### src/rtl/ddr3_avl_arbiter.sv
// Round-robin N-channel arbiter in front of the DDR3 Avalon-MM controller port.
// Accepted reads are tagged with {channel, size} so returning beats are routed back.
module ddr3_avl_arbiter #(
    parameter int unsigned NUM_CH    = 4,
    parameter int unsigned ADDR_W    = 26,
    parameter int unsigned DATA_W    = 128,
    parameter int unsigned SIZE_W    = 3,
    parameter int unsigned MAX_BURST = 4,
    parameter int unsigned TAG_DEPTH = 8
) (
    input  logic                        ddr3_clk,
    input  logic                        reset_n,
    input  logic [NUM_CH-1:0]           ch_req,
    input  logic [NUM_CH-1:0]           ch_write,
    input  logic [NUM_CH*ADDR_W-1:0]    ch_addr,
    input  logic [NUM_CH*SIZE_W-1:0]    ch_size,
    input  logic [NUM_CH*DATA_W-1:0]    ch_wr_data,
    output logic [NUM_CH-1:0]           ch_ack,
    output logic [NUM_CH-1:0]           ch_rd_valid,
    output logic [DATA_W-1:0]           ch_rd_data,
    input  logic                        ddr3_avl_ready,
    output logic                        ddr3_avl_burstbegin,
    output logic [2:0]                  ddr3_avl_size,
    output logic                        ddr3_avl_read_req,
    output logic                        ddr3_avl_write_req,
    output logic [25:0]                 ddr3_avl_addr,
    output logic [DATA_W-1:0]           ddr3_avl_wr_data,
    input  logic                        ddr3_avl_read_data_valid,
    input  logic [DATA_W-1:0]           ddr3_avl_read_data,
    output logic [$clog2(TAG_DEPTH):0]  rd_outstanding,
    output logic                        err_unexpected_rd
);

    localparam int unsigned CH_W   = $clog2(NUM_CH);
    localparam int unsigned TAG_AW = $clog2(TAG_DEPTH);

    typedef enum logic [1:0] {StIdle, StRdCmd, StWrBurst} state_e;

    state_e              state_q;
    logic [CH_W-1:0]     rr_ptr_q;
    logic [CH_W-1:0]     grant_q;
    logic [ADDR_W-1:0]   addr_q;
    logic [SIZE_W-1:0]   size_q;
    logic [SIZE_W-1:0]   beat_cnt_q;
    logic                read_req_q;
    logic                write_req_q;
    logic                burstbegin_q;

    logic [CH_W-1:0]     tag_ch_q   [TAG_DEPTH];
    logic [SIZE_W-1:0]   tag_size_q [TAG_DEPTH];
    logic [TAG_AW-1:0]   tag_wr_q;
    logic [TAG_AW-1:0]   tag_rd_q;
    logic [TAG_AW:0]     tag_cnt_q;
    logic [SIZE_W-1:0]   ret_cnt_q;
    logic [NUM_CH-1:0]   rd_valid_q;
    logic [DATA_W-1:0]   rd_data_q;
    logic                err_q;

    logic [ADDR_W-1:0]   addr_arr  [NUM_CH];
    logic [SIZE_W-1:0]   size_arr  [NUM_CH];
    logic [DATA_W-1:0]   wdata_arr [NUM_CH];

    for (genvar i = 0; i < NUM_CH; i++) begin : g_unpack
        assign addr_arr[i]  = ch_addr[i*ADDR_W +: ADDR_W];
        assign size_arr[i]  = ch_size[i*SIZE_W +: SIZE_W];
        assign wdata_arr[i] = ch_wr_data[i*DATA_W +: DATA_W];
    end

    // Size 0 means a single beat; oversize bursts are clamped to the legal maximum.
    function automatic logic [SIZE_W-1:0] clamp_size(input logic [SIZE_W-1:0] s);
        if (s == '0) begin
            return SIZE_W'(1);
        end else if (32'(s) > MAX_BURST) begin
            return SIZE_W'(MAX_BURST);
        end
        return s;
    endfunction

    logic tag_full;
    logic tag_empty;
    logic tag_push;
    logic tag_pop;
    logic rd_accept;
    logic last_beat;
    logic [CH_W-1:0] rr_next;

    assign tag_full  = (tag_cnt_q == (TAG_AW+1)'(TAG_DEPTH));
    assign tag_empty = (tag_cnt_q == '0);
    assign tag_push  = read_req_q & ddr3_avl_ready;
    assign rd_accept = ddr3_avl_read_data_valid & ~tag_empty;
    assign tag_pop   = rd_accept & (ret_cnt_q == tag_size_q[tag_rd_q] - SIZE_W'(1));
    assign last_beat = (beat_cnt_q == size_q - SIZE_W'(1));
    assign rr_next   = (grant_q == CH_W'(NUM_CH - 1)) ? '0 : grant_q + CH_W'(1);

    // First eligible channel at or above the RR pointer; reads wait while the tag FIFO is full.
    logic            arb_found;
    logic [CH_W-1:0] arb_pick;

    always_comb begin : arb
        logic [CH_W-1:0] idx;
        arb_found = 1'b0;
        arb_pick  = '0;
        idx       = '0;
        for (int unsigned k = 0; k < NUM_CH; k++) begin
            idx = CH_W'((32'(rr_ptr_q) + k) % NUM_CH);
            if (!arb_found && ch_req[idx] && (ch_write[idx] || !tag_full)) begin
                arb_found = 1'b1;
                arb_pick  = idx;
            end
        end
    end

    always_ff @(posedge ddr3_clk or negedge reset_n) begin
        if (!reset_n) begin
            state_q      <= StIdle;
            rr_ptr_q     <= '0;
            grant_q      <= '0;
            addr_q       <= '0;
            size_q       <= '0;
            beat_cnt_q   <= '0;
            read_req_q   <= 1'b0;
            write_req_q  <= 1'b0;
            burstbegin_q <= 1'b0;
        end else begin
            unique case (state_q)
                StIdle: begin
                    if (arb_found) begin
                        grant_q      <= arb_pick;
                        addr_q       <= addr_arr[arb_pick];
                        size_q       <= clamp_size(size_arr[arb_pick]);
                        beat_cnt_q   <= '0;
                        burstbegin_q <= 1'b1;
                        if (ch_write[arb_pick]) begin
                            state_q     <= StWrBurst;
                            write_req_q <= 1'b1;
                        end else begin
                            state_q    <= StRdCmd;
                            read_req_q <= 1'b1;
                        end
                    end
                end
                StRdCmd: begin
                    if (ddr3_avl_ready) begin
                        read_req_q   <= 1'b0;
                        burstbegin_q <= 1'b0;
                        rr_ptr_q     <= rr_next;
                        state_q      <= StIdle;
                    end
                end
                StWrBurst: begin
                    if (ddr3_avl_ready) begin
                        burstbegin_q <= 1'b0;
                        if (last_beat) begin
                            write_req_q <= 1'b0;
                            beat_cnt_q  <= '0;
                            rr_ptr_q    <= rr_next;
                            state_q     <= StIdle;
                        end else begin
                            beat_cnt_q <= beat_cnt_q + SIZE_W'(1);
                        end
                    end
                end
                default: state_q <= StIdle;
            endcase
        end
    end

    // Tag FIFO and read-return routing run independently of the command FSM.
    always_ff @(posedge ddr3_clk or negedge reset_n) begin
        if (!reset_n) begin
            for (int i = 0; i < TAG_DEPTH; i++) begin
                tag_ch_q[i]   <= '0;
                tag_size_q[i] <= '0;
            end
            tag_wr_q   <= '0;
            tag_rd_q   <= '0;
            tag_cnt_q  <= '0;
            ret_cnt_q  <= '0;
            rd_valid_q <= '0;
            rd_data_q  <= '0;
            err_q      <= 1'b0;
        end else begin
            if (tag_push) begin
                tag_ch_q[tag_wr_q]   <= grant_q;
                tag_size_q[tag_wr_q] <= size_q;
                tag_wr_q             <= tag_wr_q + TAG_AW'(1);
            end
            if (rd_accept) begin
                ret_cnt_q <= tag_pop ? '0 : ret_cnt_q + SIZE_W'(1);
                rd_data_q <= ddr3_avl_read_data;
            end
            if (tag_pop) begin
                tag_rd_q <= tag_rd_q + TAG_AW'(1);
            end
            case ({tag_push, tag_pop})
                2'b10:   tag_cnt_q <= tag_cnt_q + (TAG_AW+1)'(1);
                2'b01:   tag_cnt_q <= tag_cnt_q - (TAG_AW+1)'(1);
                default: tag_cnt_q <= tag_cnt_q;
            endcase
            rd_valid_q <= rd_accept ? (NUM_CH'(1) << tag_ch_q[tag_rd_q]) : '0;
            if (ddr3_avl_read_data_valid && tag_empty) begin
                err_q <= 1'b1;
            end
        end
    end

    always_comb begin
        ch_ack = '0;
        if ((read_req_q || write_req_q) && ddr3_avl_ready) begin
            ch_ack[grant_q] = 1'b1;
        end
    end

    logic [ADDR_W+25:0] addr_ext;
    logic [SIZE_W+2:0]  size_ext;

    assign addr_ext = {26'd0, addr_q};
    assign size_ext = {3'd0, size_q};

    assign ddr3_avl_addr       = addr_ext[25:0];
    assign ddr3_avl_size       = size_ext[2:0];
    assign ddr3_avl_read_req   = read_req_q;
    assign ddr3_avl_write_req  = write_req_q;
    assign ddr3_avl_burstbegin = burstbegin_q;
    // Gated so the bus reads zero outside a write burst.
    assign ddr3_avl_wr_data    = write_req_q ? wdata_arr[grant_q] : '0;
    assign ch_rd_valid         = rd_valid_q;
    assign ch_rd_data          = rd_data_q;
    assign rd_outstanding      = tag_cnt_q;
    assign err_unexpected_rd   = err_q;

endmodule

### config.mk
export PLATFORM = sky130hd
export DESIGN_NAME = ddr3_avl_arbiter
export DESIGN_NICKNAME = d
export VERILOG_FILES = /design/src/rtl/ddr3_avl_arbiter.sv
export SDC_FILE = /design/constraint.sdc
export NUM_CORES = 1
export LEC_CHECK = 0
export BUFFER_PORTS_ARGS = -buffer_cell sky130_fd_sc_hd__buf_2
export CORE_AREA = 2 2 414 416
export DETAILED_ROUTE_END_ITERATION = 6
export DIE_AREA = 0 0 416 418
export GPL_TIMING_DRIVEN = 0
export RECOVER_POWER = 100
export SYNTH_ARGS = -nofsm -noshare
export SYNTH_HDL_FRONTEND = slang
export SYNTH_SLANG_ARGS = --single-unit
### constraint.sdc
create_clock -name ddr3_clk -period 4.7 [get_ports ddr3_clk]
set_input_delay 1.41 -clock ddr3_clk [delete_from_list [all_inputs] [get_ports ddr3_clk]]
set_output_delay 1.41 -clock ddr3_clk [all_outputs]
set_load 0.01 [all_outputs]
# [Word-level counts from Yosys, hierarchy flattened]
# Cells that the tools add are included.
[classes] n_addsub=12 magnitude_cmp=13 eq_ne=15 shift=1 mux=87 n_bitwise=8 n_reduce_logical=36
[op_table] op="$mux 128" n=3
[op_table] op="$bmux 128 s2" n=1
[op_table] op="$bmux 26 s2" n=1
[op_table] op="$mux 26" n=2
[op_table] op="$mux 3" n=12
[op_table] op="$mux 2" n=16
[op_table] op="$mux 1" n=26
[op_table] op="$bwmux 24" n=1
[op_table] op="$bmux 1 s2" n=9
[op_table] op="$lt 2x3->1 const B" n=6
[op_table] op="$bwmux 16" n=1
[op_table] op="$add 3x1->3 const B" n=4
[op_table] op="$ne 2x2->1 const B" n=6
[op_table] op="$reduce_and 4->1" n=3
[op_table] op="$logic_and 1x1->1" n=11
[op_table] op="$reduce_bool 2->1" n=5
[op_table] op="$bmux 3 s3" n=1
[op_table] op="$demux 3 s3" n=1
[op_table] op="$ge 4x4->1 const B" n=2
[op_table] op="$mux 4" n=2
[op_table] op="$not 3->4" n=2
[op_table] op="$pmux 4 s2" n=1
[op_table] op="$bmux 2 s3" n=1
[op_table] op="$bmux 3 s2" n=1
[op_table] op="33 further kinds" n=54
[totals] regBits=227 inputBits=768 output_inout_bits=301 wordCells=204

# [Logic depth before layout (Yosys ltp)]
[depth] word_depth=27 mapped_depth=14

# [Least setup slack after synthesis]
# Ideal clock, no wire load.
[synth_path] kind="register to register" startpoint="reg tag_rd_q[0]" endpoint="reg tag_cnt_q[3], in the netlist rd_outstanding[3]" setup_time_ns=0.127 arrival_time_ns=3.437 setup_slack_ns=1.136 stages_incl_launch_ff=15 path_buffers=1 synth_period_minus_slack_ns=3.564 cell_sequence="dfrtp_1 > buf_2 > mux4_2 > mux2i_1 > ha_1 > xor2_1 > xnor2_1 > nor4_2 > ha_1 > ha_1 > a21o_1 > a21oi_1 > xnor2_1 > nor2_1 > xor2_1"
[synth_via] elab_chain_len=9
[synth_rtl] element="start: declaration" line="52" text="logic [TAG_AW-1:0] tag_rd_q;"
[synth_rtl] element="start signal: assignment" line="193" text="tag_rd_q <= tag_rd_q + TAG_AW'(1);"
[synth_rtl] element="$not 3->4 (implied by the code) (*)" line="91" text="assign tag_pop = rd_accept & (ret_cnt_q == tag_size_q[tag_rd_q] - SIZE_W'(1));"
[synth_rtl] element="$bmux 3 s3 (*)" line="91"
[synth_rtl] element="$mux 3 (implied by the code) (*) (2 in a row)" line="91"
[synth_rtl] element="$sub 3x1->3 (*)" line="91"
[synth_rtl] element="$eq 3x3->1 (*)" line="91"
[synth_rtl] element="$and 1x1->1 (*)" line="91"
[synth_rtl] element="$eq 2x1->1 / $eq 2x2->1 (equally long branches)" line="195" text="case ({tag_push, tag_pop})"
[synth_rtl] element="$pmux 4 s2 / $reduce_bool 2->1 (equally long branches)"
[synth_rtl] element="end signal: assignment" line="196" text="2'b10: tag_cnt_q <= tag_cnt_q + (TAG_AW+1)'(1);"
[synth_rtl] element="end signal: assignment" line="197" text="2'b01: tag_cnt_q <= tag_cnt_q - (TAG_AW+1)'(1);"
[synth_rtl] element="end signal: assignment" line="198" text="default: tag_cnt_q <= tag_cnt_q;"
[synth_rtl] element="end: declaration" line="53" text="logic [TAG_AW:0] tag_cnt_q;"
# Every way passes the cells marked *; elsewhere a longest branch is shown, timed or not. The select of a mux whose other input is x is not followed.
# A chain may end at the register's enable or synchronous reset.

# [Final worst setup path]
[layout_path] startpoint="reg grant_q[1]" endpoint="out ddr3_avl_wr_data[55]"
[layout_via] elab_chain_len=5
[layout_rtl] element="start: declaration" line="41" text="logic [CH_W-1:0] grant_q;"
[layout_rtl] element="start signal: assignment" line="128" text="grant_q <= arb_pick;"
[layout_rtl] element="$not 2->3 (implied by the code)" line="226" text="assign ddr3_avl_wr_data = write_req_q ? wdata_arr[grant_q] : '0;"
[layout_rtl] element="$bmux 128 s2" line="226"
[layout_rtl] element="$mux 128 (implied by the code) (2 in a row)" line="226"
[layout_rtl] element="$mux 128" line="226"
[layout_rtl] element="end: declaration" line="27" text="output logic [DATA_W-1:0] ddr3_avl_wr_data,"
# No other way between the ends. The select of a mux whose other input is x is not followed.

==> metrics.txt <==
largest net degree at the start of global routing=106; design area=23,490 um2; worst endpoint data arrival time=3190 ps; Root Driver=clkbuf_16; failing checks=capacitance limit, slew limit; post-synthesis register bit count=227; RSZ-0062 raised after global routing=false; PwrDens=684.4 nW/um2; Avg Inst Size Synth=9.706 um2; Post-Synth Adder-Cell Area=0.01628; Min-Delay Path Class=flop to flop; static leakage=10.79 nW; final setup violating endpoints=0; Reg clk slew, reported paths=60 ps; antenna viol nets, final=0; routed via count=17,480; DRT Wirelength=174,800 um; peak supply drop=327.8 uV; total CTS buffers=30; Top Metal Used=met5; Starting Density=0.08455; Buffers on Ports=1,067; Mapped Cells=1,473; # nets final=3,360; crit path kind=flop to primary output; Clock power frac=0.157; Rel. slew slack=-0.6085; largest family of logic cells by synthesized area=multiplexers; gr ovfl total=0; CTS Hold Bufs=0; startpoint types=flop; Crit path max-delay family=buffers and inverters; Clock Sinks=227; Synth Area in Compound Gates=0.04787; top cells by count, synth=502 x nand2_1, 227 x dfrtp_1, 138 x mux4_2; all-layer global routing usage=0.1928; Distinct cells, synth=48; Seq/Total Area, Yosys=0.3973; Synth area leaders=dfrtp_1 40%, mux4_2 22%, nand2_1 13%; most used cell along the critical path=clkbuf_2; H-tree levels=1; Layout Cells excl Fill=4,884; Pins Over Slew Limit=41; Synth top area share=0.3973; Worst setup EP type=primary output; worst skew pair latency=650 ps; Fmax=217.5 MHz; crit-path cells=clkbuf_4 -> clkbuf_2 -> clkbuf_2 -> mux4_2 -> and2_1 -> clkbuf_2; WL/cell=35.79 um; Slew @ Worst Pin=2413 ps; Avg Vias per Cell=3.579; share of synthesized registers carrying an async set or reset=1.000; first-pass GRT wire length=210,900 um; DRT Pass-1 Iters=5; WL met2=94,460 um; M1 wire length=65,890 um; met3 routed WL=8627 um; full die area=173,900 um2; syn nets=2,259; clock skew=61.21 ps; crit path max fanout=10; Sw Share=0.5363; Critical Path RT=3290 ps; Switch Pwr=8.623 mW; post-synthesis mux area share=0.2554; Die X=416 um; Layout Utilization=0.1389; Placed Area=22,480 um2; worst slack, placed=-318.2 ps; GPL Wtd Cong=1.040; YS warnings=0; die extent in y=418 um; status=complete, but fails checks; DRC=0; sequential power share=0.207; Clock Tree Buf Depth=3; placed cells=4,760; Mapped Area=14,300 um2; CORE AREA=169,100 um2; crit share post-route=0.9782; Critical Path Slowest Stage Cell=and2_1; most frequent cell after synthesis=nand2_1; share of post-route cells with drive strength above 1=0.4415; initial antenna violation count=162; Iteration-0 DRC Markers=1,432; hpwl dp=158,300 um; Buf/Inv on CP=4; Final WS setup=102.4 ps; Post-CTS Setup Inserts=0; I/O pin count=1,069; Placement Rows=151; R2R Setup Slk=230 ps; Comb pwr share=0.636; area grow syn2layout=64.31%; final hold violation count=0; number of synthesized flops with an enable pin=0; design internal power=7.457 mW; Primary FF master, synth=dfrtp_1; Worst path max stage delay=490 ps; max_cap viols=1; fin crit period=4598 ps; CTS tree=yes; Synth Area in Simple Gates=0.2398; XOR/XNOR share of the synthesized area=0.01041; cell taking the most area after synthesis=dfrtp_1; number of global-route vias before repair=16,820
## metrics by stage
| stage | TNS, ps | hold WS [ps] | total power [mW] |
|---|---|---|---|
| 2_1_floorplan | 0 | 445.2 | 7.900 |
| 3_3_place_gp | -523780 | 439.4 | 13.97 |
| 3_5_place_dp | -9403 | 457.2 | 14.02 |
| 4_1_cts | -586.7 | 473.2 | 16.68 |
| 5_1_grt | 0 | 489.5 | 16.91 |
| 6_report | 0 | 472.7 | 16.08 |
## flip-flops by register name, summed over array words and instances, names as in the netlist
signal / count
ddr3_avl_read_req: 1
beat_cnt_q: 3
err_unexpected_rd: 1
ch_rd_valid: 4
ddr3_avl_burstbegin: 1
ch_rd_data: 128
ret_cnt_q: 3
grant_q: 2
state_q: 2
tag_ch_q: 16
tag_rd_q: 3
tag_size_q: 24
rr_ptr_q: 2
ddr3_avl_write_req: 1
ddr3_avl_size: 3
tag_wr_q: 3
rd_outstanding: 4
ddr3_avl_addr: 26
## final cells by class
type	count	area, um2
well taps	2218	2775
repair buffers	1069	5139
fillers	19560	145600
diodes	68	170.2
flip-flops and latches	227	5680
plain buffers	109	494.2
clock inverters	14	187.7
clock buffers	42	885.9
inverters	12	45.04
multi-input cells	1125	8115
## logic make-up (layout without fill, tap and decap cells)
group                      Yosys count  after routing
adders and majority gates           18             18
DFF                                227            227
AOI/OAI and AO/OA                  108            108
buffers and inverters              121           1246
xor gates and xnor gates            17             17
muxes                              187            187
and+or+nand+nor                    795            795
other                                0             68
## worst reg2reg max path: cells and delay by family (launching register included)
| family | cells | cell delay [ps] |
|---|---|---|
| adders and majority gates | 1 | 340 |
| DFF | 1 | 450 |
| and+or+nand+nor | 4 | 1160 |
| AOI/OAI and AO/OA | 4 | 750 |
| buffers and inverters | 3 | 1390 |
| muxes | 1 | 220 |
## routing by layer
metal,vias up,global-route usage
li1,7330,-
met1,8799,0.2224
met2,1025,0.3675
met3,315,0.02515
met4,10,0.05381
met5,-,0
## power by group through the flow
stage               logic, mW  clock network (mW)  registers [mW]
floorplan                4.40                   0            3.50
global placement         10.7                   0            3.29
detailed placement       10.7                   0            3.33
CTS                      10.8                2.60            3.30
global route             10.8                2.67            3.43
finish                   10.2                2.52            3.33
## path summary, 6_finish.rpt
kind                                               start                      endpoint  cells past startpoint
setup / recovery                  grant_q[1]$_DFFE_PN0P_          ddr3_avl_wr_data[55]                      6
hold / removal                ch_rd_data[36]$_DFFE_PN0P_    ch_rd_data[36]$_DFFE_PN0P_                      2
setup reg to reg           rd_outstanding[0]$_DFFE_PN0P_  ddr3_avl_size[0]$_DFFE_PN0P_                     13
hold reg to reg               ch_rd_data[36]$_DFFE_PN0P_    ch_rd_data[36]$_DFFE_PN0P_                      2
max in group asynchronous                        reset_n       tag_ch_q[6]$_DFFE_PN0P_                      2
min in group asynchronous                        reset_n   ch_rd_data[109]$_DFFE_PN0P_                      1
## cells in the final DEF, fill, tap and decap left out, types with 38 or more instances in the layout
master / netlist / routed
and2_1: 132 / 98
diode_2: 0 / 68
dfrtp_1: 227 / 227
mux4_2: 138 / 138
clkbuf_2: 0 / 81
buf_2: 8 / 821
nor2_1: 104 / 104
clkbuf_1: 79 / 262
o21ai_1: 57 / 38
nand2_1: 502 / 502
mux2_2: 38 / 38
## what timing repair did
item | CTS | global route
gates resized for setup | 37 | 8
gates cloned | 0 | 0
setup endpoints to repair | 131 | 20
Power figures use the tool's default switching activity.
